### src/rtl/i2s_tdm_tx_if.sv
// rtl/i2s_tdm_tx_if.sv - sample stream, format select and DAC pin bundle for i2s_tdm_tx
interface i2s_tdm_tx_if #(
   parameter int CHANNELS     = 2,
   parameter int SAMPLE_WIDTH = 16
);
   logic                             fmt;
   logic [CHANNELS*SAMPLE_WIDTH-1:0] sample_data;
   logic                             sample_valid;
   logic                             sample_ready;
   logic                             underrun;
   logic                             i2s_sclk;
   logic                             i2s_ws;
   logic                             i2s_sd;

   modport master (
      output fmt, sample_data, sample_valid,
      input  sample_ready, underrun, i2s_sclk, i2s_ws, i2s_sd
   );

   modport slave (
      input  fmt, sample_data, sample_valid,
      output sample_ready, underrun, i2s_sclk, i2s_ws, i2s_sd
   );
endinterface

### src/rtl/i2s_tdm_tx.sv
// rtl/i2s_tdm_tx.sv - I2S / left-justified / TDM serial audio transmitter with one-frame skid buffer
// Define I2S_UNDERRUN_MUTE_EN to play silence on underrun instead of replaying the last frame.
module i2s_tdm_tx #(
   parameter int CHANNELS      = 2,
   parameter int SAMPLE_WIDTH  = 16,
   parameter int SLOT_WIDTH    = 32,
   parameter int SCLK_HALF_DIV = 2
) (
   input logic         clk,
   input logic         reset,
   i2s_tdm_tx_if.slave bus
);
   localparam int FRAME_BITS = CHANNELS * SLOT_WIDTH;
   localparam int DATA_W     = CHANNELS * SAMPLE_WIDTH;
   localparam int DW         = (SCLK_HALF_DIV > 1) ? $clog2(SCLK_HALF_DIV) : 1;
   localparam int BW         = $clog2(FRAME_BITS);
   localparam logic [DW-1:0] DIV_LAST = DW'(SCLK_HALF_DIV - 1);
   localparam logic [BW-1:0] BIT_LAST = BW'(FRAME_BITS - 1);
   localparam logic [BW-1:0] SLOT_LIM = BW'(SLOT_WIDTH);

   logic [DW-1:0]         div_cnt_q, div_cnt_d;
   logic                  sclk_q, sclk_d;
   logic [BW-1:0]         bit_cnt_q, bit_cnt_d;
   logic                  pend_full_q, pend_full_d;
   logic [DATA_W-1:0]     pend_q, pend_d;
   logic [FRAME_BITS-1:0] frame_q, frame_d;
   logic                  fmt_q, fmt_d;
   logic                  dly_q, dly_d;
   logic                  ws_q, ws_d;
   logic                  sd_q, sd_d;
   logic                  underrun_q, underrun_d;
   logic                  tc, fall, boundary, accept, cur_bit;

   // Frame bit index = slot*SLOT_WIDTH + k, with k counting from the sample MSB.
   function automatic logic [FRAME_BITS-1:0] build_frame(input logic [DATA_W-1:0] s);
      logic [FRAME_BITS-1:0] f;
      f = '0;
      for (int ch = 0; ch < CHANNELS; ch++)
         for (int k = 0; k < SAMPLE_WIDTH; k++)
            f[ch*SLOT_WIDTH + k] = s[ch*SAMPLE_WIDTH + SAMPLE_WIDTH - 1 - k];
      return f;
   endfunction

   always_comb begin
      tc        = (div_cnt_q == DIV_LAST);
      fall      = tc && sclk_q;
      boundary  = fall && (bit_cnt_q == BIT_LAST);
      accept    = bus.sample_valid && !pend_full_q;

      div_cnt_d = tc ? '0 : div_cnt_q + 1'b1;
      sclk_d    = sclk_q ^ tc;
      bit_cnt_d = bit_cnt_q;
      if (fall)
         bit_cnt_d = boundary ? '0 : bit_cnt_q + 1'b1;

      pend_d      = pend_q;
      pend_full_d = pend_full_q;
      frame_d     = frame_q;
      fmt_d       = fmt_q;
      underrun_d  = 1'b0;
      if (boundary) begin
         if (pend_full_q) begin
            frame_d     = build_frame(pend_q);
            fmt_d       = bus.fmt;
            pend_full_d = 1'b0;
         end else begin
            underrun_d = 1'b1;
`ifdef I2S_UNDERRUN_MUTE_EN
            frame_d    = '0;
`else
            frame_d    = frame_q;
`endif
         end
      end
      // A frame accepted on a boundary clk waits for the following boundary.
      if (accept) begin
         pend_d      = bus.sample_data;
         pend_full_d = 1'b1;
      end

      cur_bit = frame_d[bit_cnt_d];
      dly_d   = dly_q;
      sd_d    = sd_q;
      ws_d    = ws_q;
      if (fall) begin
         dly_d = cur_bit;
         sd_d  = fmt_d ? cur_bit : dly_q;
         if (CHANNELS == 2)
            ws_d = (bit_cnt_d >= SLOT_LIM) ^ fmt_d;
         else
            ws_d = (bit_cnt_d == '0);
      end
   end

   always_ff @(posedge clk or posedge reset) begin
      if (reset) begin
         div_cnt_q   <= '0;
         sclk_q      <= 1'b0;
         bit_cnt_q   <= BIT_LAST;
         pend_full_q <= 1'b0;
         pend_q      <= '0;
         frame_q     <= '0;
         fmt_q       <= 1'b0;
         dly_q       <= 1'b0;
         ws_q        <= 1'b0;
         sd_q        <= 1'b0;
         underrun_q  <= 1'b0;
      end else begin
         div_cnt_q   <= div_cnt_d;
         sclk_q      <= sclk_d;
         bit_cnt_q   <= bit_cnt_d;
         pend_full_q <= pend_full_d;
         pend_q      <= pend_d;
         frame_q     <= frame_d;
         fmt_q       <= fmt_d;
         dly_q       <= dly_d;
         ws_q        <= ws_d;
         sd_q        <= sd_d;
         underrun_q  <= underrun_d;
      end
   end

   assign bus.sample_ready = !pend_full_q;
   assign bus.underrun     = underrun_q;
   assign bus.i2s_sclk     = sclk_q;
   assign bus.i2s_ws       = ws_q;
   assign bus.i2s_sd       = sd_q;
endmodule

### src/flat_wrapper.sv
// flat-port wrapper written by rule: the top's interface ports become plain ports
module i2s_tdm_tx_flat 
#(
   parameter int CHANNELS      = 2,
   parameter int SAMPLE_WIDTH  = 16,
   parameter int SLOT_WIDTH    = 32,
   parameter int SCLK_HALF_DIV = 2
)
  (clk, reset, bus_fmt, bus_sample_data, bus_sample_valid, bus_sample_ready, bus_underrun, bus_i2s_sclk, bus_i2s_ws, bus_i2s_sd);
  i2s_tdm_tx_if #(.CHANNELS(CHANNELS), .SAMPLE_WIDTH(SAMPLE_WIDTH)) bus_i ();
  input logic clk;
  input logic reset;
  input wire logic [$bits(bus_i.fmt)-1:0] bus_fmt;
  input wire logic [$bits(bus_i.sample_data)-1:0] bus_sample_data;
  input wire logic [$bits(bus_i.sample_valid)-1:0] bus_sample_valid;
  output wire logic [$bits(bus_i.sample_ready)-1:0] bus_sample_ready;
  output wire logic [$bits(bus_i.underrun)-1:0] bus_underrun;
  output wire logic [$bits(bus_i.i2s_sclk)-1:0] bus_i2s_sclk;
  output wire logic [$bits(bus_i.i2s_ws)-1:0] bus_i2s_ws;
  output wire logic [$bits(bus_i.i2s_sd)-1:0] bus_i2s_sd;
  assign bus_i.fmt = bus_fmt;
  assign bus_i.sample_data = bus_sample_data;
  assign bus_i.sample_valid = bus_sample_valid;
  assign bus_sample_ready = bus_i.sample_ready;
  assign bus_underrun = bus_i.underrun;
  assign bus_i2s_sclk = bus_i.i2s_sclk;
  assign bus_i2s_ws = bus_i.i2s_ws;
  assign bus_i2s_sd = bus_i.i2s_sd;
  i2s_tdm_tx #(.CHANNELS(CHANNELS), .SAMPLE_WIDTH(SAMPLE_WIDTH), .SLOT_WIDTH(SLOT_WIDTH), .SCLK_HALF_DIV(SCLK_HALF_DIV)) u_core (.clk(clk), .reset(reset), .bus(bus_i));
endmodule
### config.mk
export PLATFORM = sky130hd
export DESIGN_NAME = i2s_tdm_tx_flat
export DESIGN_NICKNAME = d
export VERILOG_FILES = /design/src/rtl/i2s_tdm_tx_if.sv /design/src/rtl/i2s_tdm_tx.sv /design/src/flat_wrapper.sv
export SDC_FILE = /design/constraint.sdc
export NUM_CORES = 1
export LEC_CHECK = 0
export ABC_AREA = 1
export CAP_MARGIN = 20
export CORE_ASPECT_RATIO = 0.5
export CORE_UTILIZATION = 35
export DETAILED_ROUTE_END_ITERATION = 16
export GPL_TIMING_DRIVEN = 0
export SYNTH_ARGS = -nofsm -noshare
export SYNTH_HDL_FRONTEND = slang
export SYNTH_SLANG_ARGS = --single-unit
### constraint.sdc
create_clock -name clk -period 4.1 [get_ports clk]
set_input_delay 0.82 -clock clk [delete_from_list [all_inputs] [get_ports clk]]
set_output_delay 0.82 -clock clk [all_outputs]
set_load 0.1 [all_outputs]
==> results of run 1 <==
-- layout by cell type (no fill, tap or decap), drive strengths merged --
cell / count
buf: 24
and2: 1
ha: 2
a21o: 1
clkbuf: 15
clkdlybuf4s50: 40
a21oi: 6
inv: 74
bufinv: 2
dfrtp: 104
nand2: 175
mux2: 26
nand3: 102
a31o: 1
nor2: 31
xnor2: 1
clkinv: 2
o21ai: 26
nor3: 1
clkinvlp: 3
xor2: 1
dfstp: 6
-- area by class of cell --
class	count	area, um2
buffer	27	168
clock buffer	11	243
clock inverter	5	82.6
fill	1403	7780
inverter	76	288
multi-input combinational	374	1900
sequential	110	2760
tap	192	240
timing repair buffer	41	428
-- path summary, 6_finish.rpt --
kind	start	end	slack (ps)
max in group asynchronous	reset	u_core.bit_cnt_q[5]	2460
worst max-delay path	u_core.pend_full_q	bus_sample_ready	890
worst max register to register	u_core.bus.i2s_sclk	u_core.bus.i2s_sd	1590
worst min-delay path	u_core.div_cnt_q	u_core.div_cnt_q	430
min in group asynchronous	reset	u_core.pend_q[16]	880
worst min register to register	u_core.div_cnt_q	u_core.div_cnt_q	430
-- worst max-delay path, cell delays in order, from the launching register on --
cell             delay (ps)
dfrtp_1                 380
clkinv_1                180
buf_2                   290
clkdlybuf4s50_1        1170
-- power groups by stage --
stage	logic, mW	clock network (mW)	registers, mW
after floorplan	0.0622	0	1.15
after global placement	0.108	0	1.16
after detailed placement	0.113	0	1.16
after CTS	0.113	0.973	1.14
after global routing	0.125	1.02	1.14
final	0.110	0.950	1.14
-- per-stage QoR --
step / setup TNS [ps] / hold slack [ps] / setup WS [ps]
after floorplan: 0 / 398 / 388
after global placement: -134950 / 409 / -1290
after detailed placement: 0 / 430 / 1270
after CTS: 0 / 441 / 886
after global routing: 0 / 451 / 805
final: 0 / 431 / 895
-- metal layers --
layer / wire, um / vias up
met5: 0 / -
met4: 142 / 0
met3: 578 / 13
met2: 5260 / 82
met1: 5980 / 1904
li1: - / 1951
-- logic make-up (layout without fill, tap and decap cells) --
family,after synthesis,count (layout),synth area share (%)
xor gates and xnor gates,2,2,0.343
adders and majority gates,2,2,0.489
DFF,110,110,54.0
muxes,26,26,5.73
buffers and inverters,103,160,8.86
AOI/OAI and AO/OA,34,34,3.52
and+or+nand+nor,310,310,27.1
==> flow_summary_export.csv, run 1 <==
group,metric,value,unit
run_status,status,"finished clean",
detailed_routing,viasPerCell,4.72,
timing,hold_viol,0,
layout,post-route-cell-area,0.00611,mm2
power,p_sw,0.461,mW
timing,fin_skew,5.09,ps
layout,finish.utilization,44.0,%
synthesis,yosys.area.top_type,"dfrtp_1",
critical_path,required,3280,ps
hold_path,hp-class,"flip-flop to flip-flop",
clocking,post_cts_buffers,0,
synthesis,synth_edf_count,0,
clocking,cts.path.max_buffers,2,
clocking,cts_htree_levels,3,
synthesis,synth_area,0.00511,mm2
power,ir_drop,0.241,mV
synthesis,yosysMostFrequentCell,"nand2_1",
clocking,path_clk_slew,70,ps
synthesis,yosysWarnings,0,
detailed_routing,wl_per_cell,14.3,um
synthesis,syn_nets,625,
power,p_leak,3.16,nW
power,pwr-share-clk,43.2,%
synthesis,syn_inst,587,
critical_path,cp_data_arrival_time,2390,ps
layout,drive_above_1_share,13.7,%
synthesis,synthFlopType,"dfrtp_1",
global_routing,antenna_found_initial,0,
timing,fin_crit,3210,ps
critical_path,worst_setup_path_start_kind,"flip-flop",
placed_design,dpl.hpwl,8340,um
die,die_h,87.5,um
timing,min_period_over_period,78.2,%
timing,tightest_slew,964,ps
power,p_total,2.20,mW
global_routing,grt_use_total,17.0,%
placed_design,port_buffers,40,
detailed_routing,num_vias,3950,
clocking,clk_latency,350,ps
synthesis,ys_seq_area_share,54.0,%
layout,largest_register_ffs,64,
detailed_routing,dr.pass1.iters,5,
global_routing,grt_pass1_wl,20000,um
global_routing,grt_max_degree,67,
timing,finalSetupViolations,0,
placed_design,gp_congestion,0.821,
timing,drv_slew,0,
global_routing,first_global_vias,3959,
flow_run,cap_violations,0,
synthesis,synth_area_leaders,"dfrtp_1, nand2_1, nand3_1",
clocking,cts_hold_buffers,0,
layout,diodes,0,
power,swShare,21.0,%
synthesis,synth.distinct_cells,30,
synthesis,async_flop_share,100,%
power,p_per_area,360,mW/mm2
critical_path,crit_path_end_kind,"output port",
detailed_routing,remaining_drc_errors,0,
die,start_util,36.8,%
global_routing,busiest_layer,"met2",
critical_path,cp_max_fo,10,
timing,slew_headroom,35.5,%
power,p_int,1.74,mW
placed_design,place_area,0.00578,mm2
layout,reg_top3,"u_core.frame_q: 64 flops, u_core.pend_q: 32 flops, u_core.bit_cnt_q: 6 flops",
detailed_routing,detail-route-antenna-nets,0,
layout,stdcell_count,836,
detailed_routing,drt-total-wl,12000,um
detailed_routing,first_iter_violations,228,
hold_path,holdPathStages,1,
die,die_x,173,um
global_routing,use_met2,26.0,%
global_routing,gr-usage-met3,3.23,%
power,combPwrFrac,5.0,%
die,ioPinCount,41,
clocking,cts-buffers-inserted,9,
critical_path,crit_type,"flip-flop to output port",
layout,largest_register,"u_core.frame_q",
global_routing,grt_overflow,0,
layout,fin_nets,677,
synthesis,synth.top_cell.area_share,50.9,%
synthesis,ys_ff_latch,110,
clocking,clockRootBuffer,"clkbuf_16",
clocking,numClockSinks,110,
timing,fmax,312,MHz
layout,synthToLayoutAreaGrowth,19.5,%
timing,rsz0062_at_grt,"false",
synthesis,synthTopCellsByCount,"nand2_1, dfrtp_1, nand3_1, inv_1, nor2_1",
critical_path,r2r_cells,13,
die,core_area,0.0139,mm2
global_routing,met1_usage,24.6,%
placed_design,place_inst,820,
synthesis,synth_area_per_cell,8.71,um2
clocking,cts_tree,"yes",
die,num_rows,30,
clocking,cts_resized,0,
power,pwr-share-seq,51.8,%
die,die_area,0.0151,mm2
(Power assumes the default switching activity.)
==> inputs of run 2 (changes only) <==
==> constraint.sdc (replaced) <==
create_clock -name clk -period 3 [get_ports clk]
set_input_delay 0.6 -clock clk [delete_from_list [all_inputs] [get_ports clk]]
set_output_delay 0.6 -clock clk [all_outputs]
set_load 0.1 [all_outputs]
==> run 2 against run 1 <==
  * Final area is 0.47% higher
  * Sequential cell count unchanged
  * Via count shrank 1.5%
  * Clock skew up 1.0 ps
  * Non-clock buffer count rose by 1
  * Clock-buffer cell count grew 1
  * Register-to-register slack got worse by 1100 ps
  * Critical path type unchanged
  * Largest cell class unchanged
  * Highest routed layer unchanged
==> flow_summary_export.csv, run 2 (same netlist as run 1, synthesis figures left out) <==
group,metric,value,unit
run_status,status,"finished clean",
power,ir_drop,0.296,mV
placed_design,dpl.hpwl,8300,um
global_routing,grt_max_degree,43,
clocking,cts_htree_levels,3,
critical_path,r2r_cells,13,
timing,fin_ws,314,ps
die,die_area,0.0151,mm2
layout,largest_register,"u_core.frame_q",
layout,layout_commonest_cell,"nand2_1",
hold_path,holdPathStages,1,
hold_path,hold_start,"u_core.div_cnt_q",
detailed_routing,first_iter_violations,312,
critical_path,cp_max_fo,10,
layout,reg_top3,"u_core.frame_q: 64 flops, u_core.pend_q: 32 flops, u_core.bit_cnt_q: 6 flops",
detailed_routing,drt-total-wl,11700,um
timing,fin_crit,2690,ps
detailed_routing,num_vias,3891,
placed_design,port_buffers,40,
power,swShare,20.0,%
layout,largest_register_ffs,64,
layout,drive_above_1_share,13.6,%
global_routing,grt_use_total,16.6,%
timing,slew_headroom,35.6,%
placed_design,place_inst,821,
clocking,clockRootBuffer,"clkbuf_16",
placed_design,pre_cts_ws,377,ps
die,die_h,87.5,um
clocking,numClockSinks,110,
critical_path,crit_path_end_kind,"output port",
layout,layout_common_cells,"nand2_1, dfrtp_1, nand3_1",
layout,diodes,0,
layout,multi_input_area,0.00190,mm2
power,p_leak,3.19,nW
detailed_routing,viasPerCell,4.65,
critical_path,regToRegStartpoint,"u_core.bus.i2s_sclk",
layout,seqCellArea,0.00276,mm2
timing,drv_slew,0,
die,ioPinCount,41,
flow_run,cap_violations,0,
clocking,cts.path.max_buffers,2,
critical_path,crit_type,"flip-flop to output port",
timing,finalSetupViolations,0,
clocking,cts-buffers-inserted,9,
clocking,post_cts_buffers,0,
timing,hold_viol,0,
power,p_sw,0.617,mW
die,die_x,173,um
layout,fin_nets,678,
timing,fin_skew,6.13,ps
global_routing,antenna_found_initial,0,
layout,fillers,1416,
clocking,path_clk_slew,70,ps
layout,stdcell_count,837,
critical_path,timing.rr.end,"u_core.bus.i2s_sd",
detailed_routing,dr.pass1.iters,4,
clocking,cts_tree,"yes",
timing,min_period_over_period,89.5,%
timing,fmax,372,MHz
power,combPwrFrac,5.0,%
layout,post-route-cell-area,0.00614,mm2
critical_path,worst_setup_path_start_kind,"flip-flop",
global_routing,grt_overflow,0,
placed_design,gp_congestion,0.816,
critical_path,required,2400,ps
hold_path,min_to,"u_core.div_cnt_q",
timing,rsz0062_at_grt,"false",
global_routing,first_global_vias,3854,
die,core_area,0.0139,mm2
placed_design,place_area,0.00580,mm2
global_routing,grt_pass1_wl,19600,um
timing,tightest_slew,962,ps
hold_path,hp-class,"flip-flop to flip-flop",
power,p_int,2.46,mW
critical_path,cp_data_arrival_time,2090,ps
detailed_routing,detail-route-antenna-nets,0,
power,pwr-share-seq,50.6,%
die,start_util,36.8,%
critical_path,ff2ff_setup_slack,530,ps
layout,synthToLayoutAreaGrowth,20.0,%
detailed_routing,remaining_drc_errors,0,
detailed_routing,wl_per_cell,14.0,um
die,num_rows,30,
clocking,clk_latency,350,ps
power,p_per_area,501,mW/mm2
power,pwr-share-clk,44.5,%
## run 2: routing by layer
layer / track usage [%] / vias up / routed length (um)
li1: - / 1957 / -
met1: 24.4 / 1860 / 6070
met2: 25.3 / 66 / 5020
met3: 2.92 / 8 / 491
met4: 4.42 / 0 / 112
met5: 0 / - / 0
## run 2: worst max path at each step
stage,from,end,depth (start not counted)
6_report,u_core.pend_full_q,bus_sample_ready,3
5_1_grt,u_core.pend_full_q,bus_sample_ready,3
4_1_cts,u_core.pend_full_q,bus_sample_ready,3
3_5_place_dp,u_core.pend_full_q,bus_sample_ready,3
3_3_place_gp,reset,u_core.frame_q[58],2
2_1_floorplan,u_core.bus.i2s_sclk,u_core.bus.i2s_sd,14
## run 2: layout make-up
type | count | share of cell area [%]
Clock inverter | 4 | 1.55
Sequential cell | 110 | 45.0
Clock buffer | 12 | 4.02
Inverter | 76 | 4.71
Tap cell | 192 | 3.91
Buffer | 27 | 2.73
Timing Repair Buffer | 42 | 7.15
Multi-Input combinational cell | 374 | 31.0
## run 2: worst max-delay path, cell delays in order (launching register included)
cell	delay, ps
dfrtp_1	380
clkinv_1	180
buf_2	270
dlygate4sd2_1	890
## run 2: repair_timing
item                                    CTS  global route
hold buffers                              0             0
resized for setup                         1             0
endpoints found under the setup margin    1             0
## run 2: power groups by stage
stage	clock network [mW]	registers, mW	logic [mW]
5_1_grt	1.45	1.56	0.175
3_3_place_gp	0	1.58	0.148
6_report	1.37	1.55	0.153
2_1_floorplan	0	1.58	0.0853
3_5_place_dp	0	1.58	0.158
4_1_cts	1.40	1.55	0.159
## run 2: metrics by stage
step | util [%] | total power [mW] | TNS (ps) | hold WS, ps
floorplan | - | 1.66 | 0 | 398
global placement | 41.5 | 1.73 | -2840 | 409
detailed placement | 41.7 | 1.74 | 0 | 418
CTS | 44.2 | 3.11 | 0 | 433
global route | 44.2 | 3.19 | 0 | 475
finish | 44.2 | 3.08 | 0 | 431
